<file path="src/rtl/codec_sample_scheduler.sv">
// Purpose: per-frame voice sample fetch and saturating mix for the AC97 playback path.
// Latency: the mix fetched during frame k is driven on pcm at the frame k+1 edge.
// Backpressure: each voice gets TIMEOUT cycles to answer a request, then it is skipped.
module codec_sample_scheduler #(
    parameter int NUM_VOICES = 3,
    parameter int TIMEOUT    = 16,
    parameter int SW         = 16
) (
    input  logic                     clk,
    input  logic                     reset,
    input  logic                     new_frame,
    input  logic [NUM_VOICES-1:0]    voice_enable,
    output logic [NUM_VOICES-1:0]    voice_req,
    input  logic [NUM_VOICES*SW-1:0] voice_sample,
    input  logic [NUM_VOICES-1:0]    voice_valid,
    output logic [SW-1:0]            pcm_left,
    output logic [SW-1:0]            pcm_right,
    output logic                     busy,
    output logic                     underrun,
    output logic [7:0]               underrun_count
);

    localparam int IW = $clog2(NUM_VOICES + 1);
    localparam int TW = (TIMEOUT > 1) ? $clog2(TIMEOUT) : 1;
    localparam int AW = SW + 3;

    localparam logic [2:0] ST_IDLE   = 3'd0;
    localparam logic [2:0] ST_SELECT = 3'd1;
    localparam logic [2:0] ST_REQ    = 3'd2;
    localparam logic [2:0] ST_WAIT   = 3'd3;
    localparam logic [2:0] ST_DONE   = 3'd4;

    // Clamp bounds of the SW-bit output expressed in accumulator width.
    localparam logic signed [AW-1:0] ACC_MAX = {4'b0000, {(SW-1){1'b1}}};
    localparam logic signed [AW-1:0] ACC_MIN = {4'b1111, {(SW-1){1'b0}}};

    logic [2:0]           state_q, state_d;
    logic [IW-1:0]        idx_q, idx_d;
    logic [TW-1:0]        timer_q, timer_d;
    logic signed [AW-1:0] acc_q, acc_d;
    logic [SW-1:0]        pending_q, pending_d;
    logic [SW-1:0]        pcm_q, pcm_d;
    logic                 busy_q, busy_d;
    logic                 underrun_q, underrun_d;
    logic [7:0]           ucount_q, ucount_d;
    logic                 new_frame_q;

    logic                 frame_edge;
    logic                 sel_en;
    logic                 sel_vld;
    logic [SW-1:0]        sel_sample;
    logic [SW-1:0]        acc_sat;

    assign frame_edge = new_frame & ~new_frame_q;

    // Pick the enable, valid and sample of the voice addressed by idx; idx==NUM_VOICES selects nothing.
    always_comb begin
        sel_en     = 1'b0;
        sel_vld    = 1'b0;
        sel_sample = '0;
        for (int i = 0; i < NUM_VOICES; i++) begin
            if (idx_q == IW'(i)) begin
                sel_en     = voice_enable[i];
                sel_vld    = voice_valid[i];
                sel_sample = voice_sample[i*SW +: SW];
            end
        end
    end

    // One-hot request to the addressed voice, only while in REQ.
    always_comb begin
        voice_req = '0;
        if (state_q == ST_REQ) begin
            for (int i = 0; i < NUM_VOICES; i++) begin
                if (idx_q == IW'(i)) begin
                    voice_req[i] = 1'b1;
                end
            end
        end
    end

    // Saturate the wide accumulator to the SW-bit signed output range.
    always_comb begin
        if (acc_q > ACC_MAX) begin
            acc_sat = ACC_MAX[SW-1:0];
        end else if (acc_q < ACC_MIN) begin
            acc_sat = ACC_MIN[SW-1:0];
        end else begin
            acc_sat = acc_q[SW-1:0];
        end
    end

    // Next-state logic: a frame edge preempts whatever step the fetch is on.
    always_comb begin
        state_d    = state_q;
        idx_d      = idx_q;
        timer_d    = timer_q;
        acc_d      = acc_q;
        pending_d  = pending_q;
        pcm_d      = pcm_q;
        busy_d     = busy_q;
        underrun_d = 1'b0;
        ucount_d   = ucount_q;
        if (frame_edge) begin
            if (state_q == ST_DONE) begin
                pcm_d = pending_q;
            end else if (state_q != ST_IDLE) begin
                // Previous mix never finished: keep pcm and flag the underrun.
                underrun_d = 1'b1;
                if (ucount_q != 8'hFF) begin
                    ucount_d = ucount_q + 8'd1;
                end
            end
            acc_d   = '0;
            idx_d   = '0;
            timer_d = '0;
            busy_d  = 1'b1;
            state_d = ST_SELECT;
        end else begin
            case (state_q)
                ST_SELECT: begin
                    if (idx_q == IW'(NUM_VOICES)) begin
                        pending_d = acc_sat;
                        busy_d    = 1'b0;
                        state_d   = ST_DONE;
                    end else if (sel_en) begin
                        state_d = ST_REQ;
                    end else begin
                        idx_d = idx_q + IW'(1);
                    end
                end
                ST_REQ: begin
                    timer_d = '0;
                    state_d = ST_WAIT;
                end
                ST_WAIT: begin
                    if (sel_vld) begin
                        acc_d   = acc_q + {{3{sel_sample[SW-1]}}, sel_sample};
                        idx_d   = idx_q + IW'(1);
                        state_d = ST_SELECT;
                    end else if (timer_q == TW'(TIMEOUT - 1)) begin
                        idx_d   = idx_q + IW'(1);
                        state_d = ST_SELECT;
                    end else begin
                        timer_d = timer_q + TW'(1);
                    end
                end
                ST_IDLE, ST_DONE: ;
                default: state_d = ST_IDLE;
            endcase
        end
    end

    // State registers with synchronous reset; reset aborts any fetch in flight.
    always_ff @(posedge clk) begin
        if (reset) begin
            state_q     <= ST_IDLE;
            idx_q       <= '0;
            timer_q     <= '0;
            acc_q       <= '0;
            pending_q   <= '0;
            pcm_q       <= '0;
            busy_q      <= 1'b0;
            underrun_q  <= 1'b0;
            ucount_q    <= 8'd0;
            new_frame_q <= 1'b0;
        end else begin
            state_q     <= state_d;
            idx_q       <= idx_d;
            timer_q     <= timer_d;
            acc_q       <= acc_d;
            pending_q   <= pending_d;
            pcm_q       <= pcm_d;
            busy_q      <= busy_d;
            underrun_q  <= underrun_d;
            ucount_q    <= ucount_d;
            new_frame_q <= new_frame;
        end
    end

    assign pcm_left       = pcm_q;
    assign pcm_right      = pcm_q;
    assign busy           = busy_q;
    assign underrun       = underrun_q;
    assign underrun_count = ucount_q;

endmodule
</file>
<file path="config.mk">
export PLATFORM = sky130hd
export DESIGN_NAME = codec_sample_scheduler
export DESIGN_NICKNAME = d
export VERILOG_FILES = /design/src/rtl/codec_sample_scheduler.sv
export SDC_FILE = /design/constraint.sdc
export NUM_CORES = 1
export LEC_CHECK = 0
export ABC_AREA = 1
export CAP_MARGIN = 0
export CORE_UTILIZATION = 55
export DETAILED_ROUTE_END_ITERATION = 16
export PLACE_DENSITY = 0.86
export SLEW_MARGIN = 10
export SYNTH_ARGS = -nofsm -noshare
export SYNTH_HDL_FRONTEND = slang
export SYNTH_SLANG_ARGS = --single-unit
</file>
<file path="constraint.sdc">
create_clock -name clk -period 4.1 [get_ports clk]
set_clock_uncertainty 0.2 [all_clocks]
set_input_delay 0.82 -clock clk [delete_from_list [all_inputs] [get_ports clk]]
set_output_delay 0.82 -clock clk [all_outputs]
set_load 0.01 [all_outputs]
</file>
==> results of run 1 <==
[placed cells by master (no fill, tap or decap), types with 2 or more instances in the layout]
cell type | Yosys | final
inv_1 | 89 | 89
o211ai_1 | 2 | 2
a21oi_1 | 66 | 66
nand4_1 | 3 | 3
a22oi_1 | 15 | 15
ha_1 | 24 | 24
nor2_1 | 60 | 60
o21bai_1 | 2 | 2
o21a_1 | 9 | 9
nand2_2 | 3 | 3
nor2_2 | 3 | 3
nand3_1 | 44 | 44
inv_2 | 3 | 3
xor2_1 | 6 | 6
bufinv_16 | 0 | 3
nor2_4 | 3 | 3
clkdlybuf4s50_1 | 0 | 101
and2_1 | 3 | 3
nor3_1 | 6 | 6
o21ai_0 | 53 | 53
nand2_1 | 124 | 124
o22ai_1 | 15 | 15
buf_4 | 16 | 5
o21ai_2 | 2 | 2
xnor2_1 | 3 | 3
dfxtp_1 | 71 | 71
clkbuf_8 | 0 | 9
[logic make-up (layout without fill, tap and decap cells)]
group / Yosys count / count (layout)
buffers and inverters: 130 / 215
AO/OA/AOI/OAI: 165 / 165
flip-flops: 71 / 71
XOR/XNOR: 9 / 9
adder cells (fa/ha/maj): 25 / 25
AND/OR/NAND/NOR: 251 / 251
[cell type report]
cell class / instances / area share, %
Sequential cell: 71 / 25.47
Clock buffer: 9 / 2.219
Multi-Input combinational cell: 450 / 42.84
Tap cell: 102 / 2.286
Inverter: 93 / 6.254
Clock inverter: 7 / 2.152
Timing Repair Buffer: 106 / 18.79
[state kept, by name, indices dropped and copies added (netlist names)]
register / cells
acc_q: 19
busy: 1
idx_q: 2
new_frame_q: 1
pcm_left: 16
pending_q: 16
state_q: 3
timer_q: 4
underrun: 1
underrun_count: 8
[per-layer routing]
layer  vias up  global-route usage [%]
met2       145                   47.56
li1       2282                       -
met5         -                       0
met4         0                   8.598
met1      2055                   35.17
met3        10                   4.104
[power by group]
part	total [mW]	switching, mW	internal (mW)
Sequential	0.697	0.00371	0.693
Clock	0.685	0.278	0.406
Combinational	0.231	0.126	0.106
[how the worst min path moves through the flow]
| stage | endpoint | slack [ps] | start |
|---|---|---|---|
| 6_report | pcm_left[9] | 260 | pending_q[9] |
| 2_1_floorplan | pcm_left[15] | 220 | pending_q[15] |
| 3_5_place_dp | pcm_left[15] | 240 | pending_q[15] |
| 5_1_grt | pcm_left[15] | 300 | pending_q[15] |
| 4_1_cts | pcm_left[15] | 260 | pending_q[15] |
| 3_3_place_gp | pcm_left[15] | 240 | pending_q[15] |
[critical path: stages, from the launching register on]
cell and delay, ps:
dfxtp_1 380, inv_1 100, ha_1 270, inv_1 630
buf_4 290, nor2_1 60, clkdlybuf4s50_1 480
[metrics by stage]
| stage | cell area (sq um) | worst slack [ps] | total power [mW] |
|---|---|---|---|
| 2_1_floorplan | 4395 | 1307 | 0.8501 |
| 6_report | 5582 | 531.1 | 1.613 |
| 3_3_place_gp | 5338 | 868.1 | 0.9366 |
| 3_5_place_dp | 5338 | 811.0 | 0.9417 |
| 5_1_grt | 5582 | 388.8 | 1.677 |
| 4_1_cts | 5582 | 530.4 | 1.619 |
==> results.cfg, run 1 <==
[floorplan]
die_area_sq_mm = 0.008353
fp.dieH_microns = 91.40
start_util_pct = 56.88
core_sq_mm = 0.007727
pin_count = 102
dieWidth_microns = 91.40
num_rows = 32

[synthesis]
yosys_warnings = 0
synth_compound_area_share_pct = 21.06
netlist_top_cells_count = 124 x nand2_1, 89 x inv_1, 71 x dfxtp_1
synthTopCellsByArea = dfxtp_1 32%, nand2_1 11%, inv_1 7.6%
synthMuxAreaShare_pct = 0
yosysSeqAreaShare_pct = 32.34
synthArstFlopShare_pct = 0
synthCells = 651
syn_area_per_cell_sq_um = 6.752
netlist_area_sq_mm = 0.004395
yosysTopAreaCell = dfxtp_1
yosys_register_bits = 71
yosysMostFrequentCell = nand2_1
synth_top_family_by_area = simple AND/OR/NAND/NOR gates
synth_nets = 733
synth_top_area_share_pct = 32.34
synthFlopType = dfxtp_1
synthXorXnorAreaFrac_pct = 1.793
synth_cell_types = 33
synth-adder-area-share_pct = 7.287
synth_edf_count = 0
synth-simple-area-share_pct = 24.25

[layout]
diodes = 0
fin_util_pct = 72.23
fin_cells = 838
drive_gt1_share_pct = 5.163
area_growth_pct = 26.99
multi_input_area_sq_mm = 0.002391
nets = 813
fillers = 639
seq_area_sq_mm = 0.001421

[cts]
cts.clk_slew.worst_paths_ps = 80
numCtsBuffers = 9
post_cts_resized = 0
hold_buffers = 0
cts_tree = yes
h-tree-depth = 3
clk_latency_ps = 350
post-cts-setup-buffers = 0
clkSinkCount = 71
root_buffer = clkbuf_8
clk_path_buf_depth = 2

[hold_path]
hold_class = reg2reg
min_path_cells = 2

[critical_path]
reg2reg_to = acc_q[16]
reg2reg_from = idx_q[0]
critical_path_peak_fanout = 26
regToRegSetupSlack_ps = 730
critPathCapture = voice_req[2]
crit_required_ps = 3080
path_class = reg2out
arrival_ps = 2550
cp-start-kind = register
worstSetupStartpoint = idx_q[0]
endpoint_kind = primary output
reg2reg_depth = 16

[route]
wl_per_cell_microns = 13.30
remaining_drc_errors = 0
firstDrtPassIters = 4
wl_met1_mm = 5.135
drt_iter0_drc = 270
routed_wl_mm = 11.14
vias = 4492
wl_met3_microns = 516
dr_wl_met2_mm = 5.383
ant_nets = 0
highest_layer = met4
routed_via_density = 5.360

[flow_run]
maxCapViolCount = 0

[global_routing]
first_global_vias = 4211
antenna_found_initial = 0
grt.overflow.total = 0
grt_max_degree = 40
grt_pass1_wl_mm = 18.73
track_usage_pct = 27.55

[timing]
final_max_slew_viol_count = 0
relSlewSlack_pct = 37.62
fin_crit_ps = 3569
worst_hold_slack_ps = 258.4
setup_viol = 0
fin_crit_sh_pct = 87.05
rsz0062_at_grt = no
worst_pin_slew_ps = 934.7
hold_viol_final = 0
clock.fmax_mhz = 280.2
finalSetupTns_ps = 0

[placement]
dp.cells = 822
gp_congestion = 0.9056
hpwl_mm = 8.524
port_buffers = 101

[run_status]
status = finished, final reports clean

[power_and_ir_drop]
ir_drop_uv = 170.6
powerDensity_mw_per_mm2 = 288.9
leakage_nw = 2.487
No activity file was read; power rests on OpenSTA's default activity.
==> inputs of run 2 (changes only) <==
--- a/config.mk
+++ b/config.mk
@@ -9,7 +9,8 @@
 export CAP_MARGIN = 0
 export CORE_UTILIZATION = 55
 export DETAILED_ROUTE_END_ITERATION = 16
-export PLACE_DENSITY = 0.86
+export PLACE_DENSITY = 0.95
+export RECOVER_POWER = 100
 export SLEW_MARGIN = 10
 export SYNTH_ARGS = -nofsm -noshare
 export SYNTH_HDL_FRONTEND = slang
==> run 2 against run 1 <==
Net effect:
- the run now ends with capacitance limit, slew limit left
- core utilization is 0.97 points lower
- sequential power hardly changed
- first-iteration DRC count is 8.1% higher
- power is 6.8% lower
- sequential share of layout area is 0.35 points higher
- sequential cell count stayed put
- combinational power hardly changed
- wire length is 6.4% higher
- global-route usage is 1.3 points higher
- count of clock-buffer cells in the layout stayed put
- register-to-register slack worse by 140 ps
- critical endpoint unchanged
- largest cell class unchanged
- highest routed layer unchanged
==> results.cfg, run 2 (synthesis gave the netlist of run 1 again) <==
[timing]
hold_viol_final = 0
setup_viol = 0
worst_hold_slack_ps = 267.4
final_max_slew_viol_count = 18
clock.fmax_mhz = 276.0
finalSetupTns_ps = 0
rsz0062_at_grt = no
worst_pin_slew_ps = 1673
fin_crit_ps = 3623
fin_crit_sh_pct = 88.36
relSlewSlack_pct = -12.69

[global_routing]
grt_pass1_wl_mm = 19.44
grt.overflow.total = 0
first_global_vias = 4220
antenna_found_initial = 0
grt_max_degree = 33
track_usage_pct = 28.85

[run_status]
status = finished with violations
violations = capacitance limit, slew limit

[floorplan]
start_util_pct = 56.88
core_sq_mm = 0.007727
die_area_sq_mm = 0.008353
num_rows = 32
dieWidth_microns = 91.40
fp.dieH_microns = 91.40
pin_count = 102

[cts]
cts.clk_slew.worst_paths_ps = 80
post_cts_resized = 0
numCtsBuffers = 9
hold_buffers = 0
cts_tree = yes
root_buffer = clkbuf_8
clkSinkCount = 71
clk_latency_ps = 360
clk_path_buf_depth = 2
post-cts-setup-buffers = 0
h-tree-depth = 3

[critical_path]
cp-start-kind = register
arrival_ps = 2600
endpoint_kind = primary output
reg2reg_from = idx_q[0]
path_class = reg2out
crit_required_ps = 3080
worstSetupStartpoint = idx_q[0]
critical_path_peak_fanout = 23

[route]
routed_wl_mm = 11.85
remaining_drc_errors = 0
drt_iter0_drc = 292
wl_per_cell_microns = 14.13
vias = 4556
routed_via_density = 5.430
firstDrtPassIters = 7
ant_nets = 0

[power_and_ir_drop]
powerDensity_mw_per_mm2 = 273.1
ir_drop_uv = 131.8
seqPwrFrac_pct = 46.3
power_frac_clock_pct = 38.4
internal_power_mw = 1.083
switching_power_mw = 0.4202
power.share.switching_pct = 27.95
combPwrFrac_pct = 15.3
leakage_nw = 2.604

[hold_path]
hp-start = pending_q[10]
hold_class = reg2reg

[layout]
largest_reg_flops = 19
area_growth_pct = 25.28
regMostFlops = acc_q
final_cell_mix = 124 x nand2_1, 89 x inv_1, 71 x dfxtp_1
nets = 814
layout_commonest_cell = nand2_1
drive_gt1_share_pct = 4.071
diodes = 0

[placement]
gp_congestion = 0.9335
port_buffers = 101
hpwl_mm = 8.855

[flow_run]
maxCapViolCount = 1
-- run 2: cell count changes in the layout (fill, tap and decap cells not counted), sizes merged --
cell | before | now
clkdlybuf4s50 | 101 | 55
dlygate4sd3 | 0 | 46
clkbuf | 9 | 13
buf | 5 | 2
bufinv | 3 | 1
clkinv | 3 | 1
clkinvlp | 1 | 3
inv | 93 | 95
-- run 2: layout make-up --
type                       count  area, sq um
clock buffer                   9        123.9
clock inverter                 7        78.83
fill                         621         2221
inverter                      93        349.1
multi-input combinational    450         2364
sequential                    71         1421
tap                          102        127.6
timing repair buffer         107         1042
-- run 2: power groups by stage --
stage	logic, mW	clock network, mW	registers (mW)
final	0.230	0.577	0.697
after global routing	0.253	0.618	0.697
after CTS	0.233	0.579	0.697
after detailed placement	0.231	0	0.713
after global placement	0.223	0	0.713
after floorplan	0.137	0	0.713
-- run 2: through the flow --
stage | setup slack (ps) | util (%) | cells | instance area, sq um | power (mW)
after global routing | 290.0 | 71.26 | 839 | 5507 | 1.568
final | 477.3 | 71.26 | 839 | 5507 | 1.504
after global placement | 876.3 | 69.17 | 823 | 5345 | 0.9356
after detailed placement | 771.6 | 69.17 | 823 | 5345 | 0.9439
after floorplan | 1307 | - | 651 | 4395 | 0.8501
after CTS | 599.5 | 71.79 | 839 | 5548 | 1.509
-- run 2: metal layers --
layer	vias to the layer above	GRT usage, %	wire length [microns]
li1	2285	-	-
met1	2079	34.67	5095
met2	168	51.13	5931
met3	24	5.444	601
met4	0	9.921	225
met5	-	0	0
-- run 2: worst paths after layout --
kind | to | slack, ps | cells past startpoint
setup / recovery | voice_req[2] | 480 | 6
setup reg to reg | acc_q[9] | 590 | 10
hold / removal | pcm_left[10] | 270 | 2
hold reg to reg | pcm_left[10] | 270 | 2
-- run 2: critical path, stage by stage (launching register included) --
cell and delay (ps):
dfxtp_1 390, inv_1 100, ha_1 280, inv_1 500, buf_4 310, nor2_1 60, dlygate4sd3_1 600
